## src/rtl/tick_pkg.sv

```systemverilog
// Shared encodings for the tick scheduler: run-state values and the reset divide ratio.
package tick_pkg;

    typedef enum logic [1:0] {
        StIdle  = 2'd0,
        StRun   = 2'd1,
        StPause = 2'd2
    } tick_state_e;

    localparam int unsigned DEFAULT_DIV = 25000000;

endpackage

```

## src/rtl/tick_counter.sv

```systemverilog
// Divider counter: counts enabled cycles and flags the terminal count (cnt == div-1).
module tick_counter #(
    parameter int unsigned CNT_W = 32
) (
    input  logic             clk,
    input  logic             rst_n,
    input  logic             clr,
    input  logic             en,
    input  logic [CNT_W-1:0] div,
    output logic             tc
);

    logic [CNT_W-1:0] cnt_q, cnt_d;

    // div is never zero, so div-1 does not wrap
    assign tc = (cnt_q == div - CNT_W'(1));

    always_comb begin
        cnt_d = cnt_q;
        if (clr) begin
            cnt_d = '0;
        end else if (en) begin
            cnt_d = tc ? '0 : cnt_q + CNT_W'(1);
        end
    end

    always_ff @(posedge clk or negedge rst_n) begin
        if (!rst_n) begin
            cnt_q <= '0;
        end else begin
            cnt_q <= cnt_d;
        end
    end

endmodule

```

## src/rtl/tick_scheduler.sv

```systemverilog
// Run-control FSM and rate configuration producing single-cycle tick enables and a square output.
module tick_scheduler
    import tick_pkg::*;
#(
    parameter int unsigned CNT_W       = 32,
    parameter int unsigned DEFAULT_DIV = tick_pkg::DEFAULT_DIV,
    parameter int unsigned TCNT_W      = 16
) (
    input  logic              CLKin,
    input  logic              clr_n,
    input  logic              cmd_start,
    input  logic              cmd_pause,
    input  logic              cmd_stop,
    input  logic              cfg_valid,
    output logic              cfg_ready,
    input  logic [CNT_W-1:0]  cfg_div,
    input  logic              cfg_oneshot,
    output logic              tick,
    output logic              sq_out,
    output logic              busy,
    output logic [1:0]        state,
    output logic [TCNT_W-1:0] tick_cnt
);

    tick_state_e       state_q, state_d;
    logic [CNT_W-1:0]  div_q, div_d;
    logic              oneshot_q, oneshot_d;
    logic              tick_q, tick_d;
    logic              sq_q, sq_d;
    logic [TCNT_W-1:0] tcnt_q, tcnt_d;
    logic              cnt_clr, cnt_en, tc;

    tick_counter #(
        .CNT_W (CNT_W)
    ) u_counter (
        .clk   (CLKin),
        .rst_n (clr_n),
        .clr   (cnt_clr),
        .en    (cnt_en),
        .div   (div_q),
        .tc    (tc)
    );

    assign cfg_ready = (state_q == StIdle);

    // A zero ratio would never reach terminal count; treat it as divide-by-one.
    always_comb begin
        div_d     = div_q;
        oneshot_d = oneshot_q;
        if (cfg_valid && cfg_ready) begin
            div_d     = (cfg_div == '0) ? CNT_W'(1) : cfg_div;
            oneshot_d = cfg_oneshot;
        end
    end

    always_comb begin
        state_d = state_q;
        cnt_clr = 1'b0;
        cnt_en  = 1'b0;
        tick_d  = 1'b0;
        sq_d    = sq_q;
        tcnt_d  = tcnt_q;
        if (cmd_stop) begin
            state_d = StIdle;
            cnt_clr = 1'b1;
            sq_d    = 1'b0;
        end else begin
            case (state_q)
                StIdle: begin
                    if (cmd_start) begin
                        state_d = StRun;
                        cnt_clr = 1'b1;
                        tcnt_d  = '0;
                        sq_d    = 1'b0;
                    end
                end
                StRun: begin
                    if (cmd_pause) begin
                        state_d = StPause;
                    end else begin
                        cnt_en = 1'b1;
                        if (tc) begin
                            tick_d = 1'b1;
                            sq_d   = ~sq_q;
                            tcnt_d = tcnt_q + TCNT_W'(1);
                            if (oneshot_q) begin
                                state_d = StIdle;
                            end
                        end
                    end
                end
                StPause: begin
                    if (cmd_start) begin
                        state_d = StRun;
                    end
                end
                default: begin
                    state_d = StIdle;
                    cnt_clr = 1'b1;
                end
            endcase
        end
    end

    always_ff @(posedge CLKin or negedge clr_n) begin
        if (!clr_n) begin
            state_q   <= StIdle;
            div_q     <= CNT_W'(DEFAULT_DIV);
            oneshot_q <= 1'b0;
            tick_q    <= 1'b0;
            sq_q      <= 1'b0;
            tcnt_q    <= '0;
        end else begin
            state_q   <= state_d;
            div_q     <= div_d;
            oneshot_q <= oneshot_d;
            tick_q    <= tick_d;
            sq_q      <= sq_d;
            tcnt_q    <= tcnt_d;
        end
    end

    assign tick     = tick_q;
    assign sq_out   = sq_q;
    assign busy     = (state_q == StRun) || (state_q == StPause);
    assign state    = state_q;
    assign tick_cnt = tcnt_q;

endmodule

```

## config.mk

```make
export PLATFORM = sky130hd
export DESIGN_NAME = tick_scheduler
export DESIGN_NICKNAME = d
export VERILOG_FILES = /design/src/rtl/tick_pkg.sv /design/src/rtl/tick_counter.sv /design/src/rtl/tick_scheduler.sv
export SDC_FILE = /design/constraint.sdc
export NUM_CORES = 1
export LEC_CHECK = 0
export CORE_ASPECT_RATIO = 0.75
export CORE_MARGIN = 2
export CORE_UTILIZATION = 35
export DETAILED_ROUTE_END_ITERATION = 6
export GPL_TIMING_DRIVEN = 0
export SKIP_CTS_REPAIR_TIMING = 1
export SLEW_MARGIN = 20
export SYNTH_ARGS = -nofsm -noshare
export SYNTH_HDL_FRONTEND = slang
export SYNTH_SLANG_ARGS = --single-unit
```

## constraint.sdc

```tcl
create_clock -name CLKin -period 3.9 [get_ports CLKin]
set_input_delay 0.78 -clock CLKin [delete_from_list [all_inputs] [get_ports CLKin]]
set_output_delay 0.78 -clock CLKin [all_outputs]
set_load 0.03 [all_outputs]
```

Word-level counts from Yosys, hierarchy flattened
Index checks and enable logic that the tools add are counted.
{"block": "word_totals", "ff_bits": 85, "in_bits": 39, "out_inout_bits": 22}
{"block": "classes", "add_sub_neg": 3, "eq_ne": 12, "mux": 29, "bitwise_logic": 2, "reduce_logical": 12}
{"op": "$mux W32", "count": 4}
{"op": "$mux W16", "count": 3}
{"op": "$add A32 B1 Y32 const B", "count": 1}
{"op": "$eq A32 B32 Y1", "count": 1}
{"op": "$logic_not A32 Y1", "count": 1}
{"op": "$pmux W16 S2", "count": 1}
{"op": "$sub A32 B1 Y32 const B", "count": 1}
{"op": "$add A16 B1 Y16 const B", "count": 1}
{"op": "$mux W1", "count": 13}
{"op": "$mux W2", "count": 5}
{"op": "$ne A3 B3 Y1 const B", "count": 2}
{"op": "$reduce_and A5 Y1", "count": 1}
{"op": "$ne A2 B2 Y1 const B", "count": 2}
{"op": "$ne A4 B3 Y1 const B", "count": 1}
{"op": "$ne A4 B4 Y1 const B", "count": 1}
{"op": "$pmux W1 S2", "count": 2}
{"op": "$pmux W2 S2", "count": 1}
{"op": "$reduce_and A4 Y1", "count": 1}
{"op": "$reduce_bool A2 Y1", "count": 2}
{"op": "$reduce_or A2 Y1", "count": 2}
{"op": "$ne A3 B1 Y1 const B", "count": 1}
{"op": "$ne A3 B2 Y1 const B", "count": 1}
{"op": "$reduce_and A3 Y1", "count": 1}
{"op": "$reduce_bool A3 Y1", "count": 1}
{"op": "7 further kinds", "count": 8}

Logic depth before layout (Yosys ltp)
{"block": "depth", "ltp_word": 6, "mapped_depth": 13}

Cells and area by module
Synthesis repeated with hierarchy kept, for this count alone.
{"block": "hier_totals", "cells_unflattened": 615, "hier_area_um2": 5602.9}
{"mod": "tick_counter", "n_inst": 1, "cells_per_inst": 407, "area_per_inst_um2": 3131.8, "seq_area_each_um2": 800.8}
{"mod": "tick_scheduler", "n_inst": 1, "cells_per_inst": 208, "area_per_inst_um2": 2471.1, "seq_area_each_um2": 1341.3}

Worst setup path before layout
No wires, ideal clock.
{"block": "synth_path", "path_kind": "flip-flop to flip-flop", "from": "register div_q[0]", "to": "register tcnt_q[10], in the netlist tick_cnt[10]", "arrival_ns": 3.550, "t_required_ns": 3.834, "setup_slack_ns": 0.284, "stages_incl_launch_ff": 13, "path_cell_list": "dfrtp_1 > inv_1 > ha_1 > or4b_4 > nor4_4 > a21oi_2 > a2111o_1 > a211o_1 > or3_1 > buf_2 > buf_6 > or4b_1 > nand2_1"}
{"block": "synth_via", "elab_chain_len": 4}
{"element": "from (decl)", "line_no": "tick_scheduler.sv:26", "rtl": "logic [CNT_W-1:0] div_q, div_d;"}
{"element": "from (signal assigned)", "line_no": "tick_scheduler.sv:108", "rtl": "div_q <= CNT_W'(DEFAULT_DIV);"}
{"element": "from (signal assigned)", "line_no": "tick_scheduler.sv:115", "rtl": "div_q <= div_d;"}
{"element": "$sub A32 B1 Y32", "line_no": "tick_counter.sv:16", "rtl": "assign tc = (cnt_q == div - CNT_W'(1));"}
{"element": "$eq A32 B32 Y1", "line_no": "tick_counter.sv:16"}
{"element": "$ne A2 B1 Y1 (no source line)"}
{"element": "$reduce_and A5 Y1 (no source line)"}
{"element": "to (signal assigned)", "line_no": "tick_scheduler.sv:119", "rtl": "tcnt_q <= tcnt_d;"}
{"element": "to (decl)", "line_no": "tick_scheduler.sv:30", "rtl": "logic [TCNT_W-1:0] tcnt_q, tcnt_d;"}
No other way between the ends.
A chain may end at the register's enable or synchronous reset.

Worst setup path in the final report
{"block": "layout_path", "from": "register div_q[1]", "to": "register tcnt_q[10], in the netlist tick_cnt[10]"}
The elaborated chain is that of the path after synthesis.

==> metrics.md <==
| Metric | Value |
|---|---|
| Status | completed |
| P_leak | 2.59 nW |
| Total GRT Usage | a little under a fifth |
| Max Clock Freq | 263 MHz |
| H-tree depth | 3 |
| CTS tree | yes |
| Top_reg_cell synth | dfrtp_1 |
| Routed wire length | 16.6 mm |
| Gr ovfl total | 0 |
| Mean post-synth cell area | 9.05 um^2 |
| Vias | 5,373 |
| Post-Place Cells | approximately 910 |
| Hold Vio Cnt, Final | 0 |
| CP bufs+invs | 3 |
| Site Rows | 40 |
| Top Ports | 61 |
| Worst-path maximum fanout | 10 |
| Die height | 115 um |
| Fin crit period | approximately 3.8 ns |
| Worst setup SP type | register |
| Worst clock skew | 0.0114 ns |
| Maximum capacitance violations | 0 |
| Synth cell types | 61 |
| Setup slack at placement | -0.345 ns |
| Worst rel slew slack | 48.9% |
| Syn nets | between 600 and 700 |
| CP max stage delay | 0.58 ns |
| Clock sink count | 85 |
| Total CTS buffers | 9 |
| Die area | 17,500 um^2 |
| DR WL/cell | 17.8 um |
| Drt first-iter violations | ~410 |
| Final setup viols | 0 |
| Vias in the first global route | 5,158 |
| Final Hold Slack | around 0.4 ns |
| Crit Path Class | register to register |
| Detailed placer's ending HPWL | 12.4 mm |
| PwrDens | 384 nW/um^2 |
| Post-synthesis register bit count | between 80 and 90 |
| Post-layout nets | 760 |
| Router iterations before antenna repair | 5 |
| YS warnings | 0 |
| Critical-path cell list | inv_1 -> ha_4 -> or4b_4 -> or4_4 -> a211oi_2 -> o22ai_1 -> a211o_1 -> or3_1 -> buf_2 -> buf_6 -> or4b_1 -> nand2_1 |
| Pins Over Slew Limit | 0 |
| Starting density of the core | 35.9% |
| Largest net degree at the start of global routing | 51 |
| Antenna cell count | 0 |
| Final std cells w/o fill | 929 |
| Setup tns final | 0 ns |
| Cell family with most CP delay | simple AND/OR/NAND/NOR gates |
| CP Data Required Time | 4.18 ns |
| Area growth from synthesis to layout | 22.8% |
| CP arrival | 4.09 ns |
| Root Driver | clkbuf_16 |
| Layout cells sized above 1 | between 15 and 20% |
| GP Congestion | 0.891 |
| Clock Latency Late Sink | 0.35 ns |
| Initial antenna violation count | 0 |
| Register area share after synthesis | a little under two fifths |
| Tot Pwr | between 2 and 3 mW |
| Mapped Cells | around 640 |
| First-pass GRT wire length | 27.0 mm |
| Horiz. Die Dim | 152 um |
| VDD IR max | 0.000212 V |
| Setup slack after layout | 0.0966 ns |
| DRT antenna net count | 0 |
| Clock slew at reported path FFs | 0.06 ns |
| IO Port Bufs | 59 |
| Asr flop ratio synth | 100% |
| Clock Tree Buf Depth | 2 |
| CP max-delay cell | or4_4 |
| Worst min path class | input pin to asynchronous set/reset pin |
| Crit end category | register |
| Final period util | slightly below 100% |
| EDFF count, synth | 0 |
| Synthesized cell area | 5770 um^2 |
| DRC | 0 |
| Vias per cell | between 5 and 6 |
| Tightest Pin Transition | 0.759 ns |
| Core ar. | 16,100 um^2 |
per-layer routing:
metal  up-vias  GRT usage, %  part of all wire, %
li1       2559             -                    -
met1      2630          26.8                   49
met2       160          30.1                   45
met3        24          3.96                  4.6
met4         0          5.92                  1.8
met5         -             0                    0
cell families (layout without fill, tap and decap cells):
group	after synthesis	after routing	synth area share, %
fa+ha+maj	7	7	1.52
xor+xnor	44	44	6.68
flops	85	85	37.1
mux	42	42	7.98
simple gates	300	300	29.5
compound gates	96	96	12.5
buf+inv	63	145	4.60
where the power goes:
group / internal [mW] / total, mW / switching (mW)
Clock: 0.533 / 0.882 / 0.349
Sequential: 0.992 / 1.11 / 0.117
Combinational: 0.325 / 0.726 / 0.401
worst reg2reg max path: cells and delay by family, from the launching register on:
kind	cells	cell delay, ns
adder cells (fa/ha/maj)	1	0.18
buffers and inverters	3	0.44
AO/OA/AOI/OAI	3	0.62
AND/OR/NAND/NOR	5	2.06
flip-flops	1	0.45
flip-flops by register name, summed over array words and instances (netlist names):
register,cells
sq_out,1
tick_cnt,16
div_q,32
oneshot_q,1
state,2
u_counter.cnt_q,32
tick,1
path summary, 6_finish.rpt:
check                                           endpoint  slack (ns)  depth (start not counted)                    start
max in group asynchronous           div_q[1]$_DFFE_PN0P_        2.87                          2                    clr_n
worst max register to register  tick_cnt[10]$_DFFE_PN0P_         0.1                         12     div_q[1]$_DFFE_PN0P_
worst min register to register   tick_cnt[8]$_DFFE_PN0P_        0.55                          2  tick_cnt[8]$_DFFE_PN0P_
worst max-delay path            tick_cnt[10]$_DFFE_PN0P_         0.1                         12     div_q[1]$_DFFE_PN0P_
min in group CLKin               tick_cnt[8]$_DFFE_PN0P_        0.55                          2  tick_cnt[8]$_DFFE_PN0P_
worst min-delay path                      tick$_DFF_PN0_        0.40                          1                    clr_n
synth_stat cells (4+ instances only):
| master | instances | share of area [%] |
|---|---|---|
| buf_2 | 5 | 0.43 |
| nor3_1 | 28 | 2.4 |
| or4b_1 | 8 | 1.4 |
| dfstp_2 | 12 | 5.5 |
| xor2_1 | 18 | 2.7 |
| o22ai_1 | 6 | 0.65 |
| nand2_1 | 71 | 4.6 |
| nor4_1 | 23 | 2.5 |
| nor2b_1 | 6 | 0.65 |
| mux2i_1 | 10 | 1.7 |
| nor2_1 | 23 | 1.5 |
| o21ai_0 | 9 | 0.78 |
| mux2_2 | 32 | 6.2 |
| a21oi_1 | 4 | 0.35 |
| o21ai_1 | 4 | 0.35 |
| or4_1 | 10 | 1.3 |
| nand4_1 | 40 | 4.3 |
| o311ai_1 | 18 | 2.7 |
| inv_1 | 17 | 1.1 |
| xnor2_1 | 26 | 3.9 |
| o211ai_1 | 13 | 1.7 |
| buf_1 | 5 | 0.33 |
| or2_2 | 10 | 1.1 |
| and4_1 | 4 | 0.61 |
| or3_1 | 16 | 1.7 |
| a211o_1 | 4 | 0.61 |
| and3_1 | 8 | 0.87 |
| nand3_1 | 27 | 2.3 |
| a31oi_1 | 12 | 1.3 |
| ha_1 | 7 | 1.5 |
| clkbuf_1 | 33 | 2.1 |
| a211oi_1 | 5 | 0.65 |
| dfrtp_1 | 73 | 32 |
| nand2b_1 | 7 | 0.76 |
cells in the final DEF, fill, tap and decap left out, types with 19 or more instances in the layout:
cell type / instances
dfrtp_1: 71
clkdlybuf4s50_1: 58
nor2_1: 23
nor3_1: 24
nor4_1: 19
nand3_1: 27
xnor2_1: 26
nand4_1: 40
mux2_2: 32
clkbuf_1: 32
nand2_1: 71
layout make-up:
type	instances	area, um^2
Multi-Input combinational cell	489	3430
Fill cell	1555	8980
Sequential cell	85	2140
Buffer	46	218
Inverter	17	63.8
Tap cell	210	263
Clock inverter	1	30.0
Clock buffer	15	268
Timing Repair Buffer	66	661
stage by stage:
step | area (um^2) | utilization (%)
6_report | 7080 | 44.1
5_1_grt | 7080 | 44.1
4_1_cts | 6940 | 43.2
3_5_place_dp | 6650 | 41.4
3_3_place_gp | 6620 | 41.2
2_1_floorplan | 5770 | -
(Power assumes the default switching activity.)
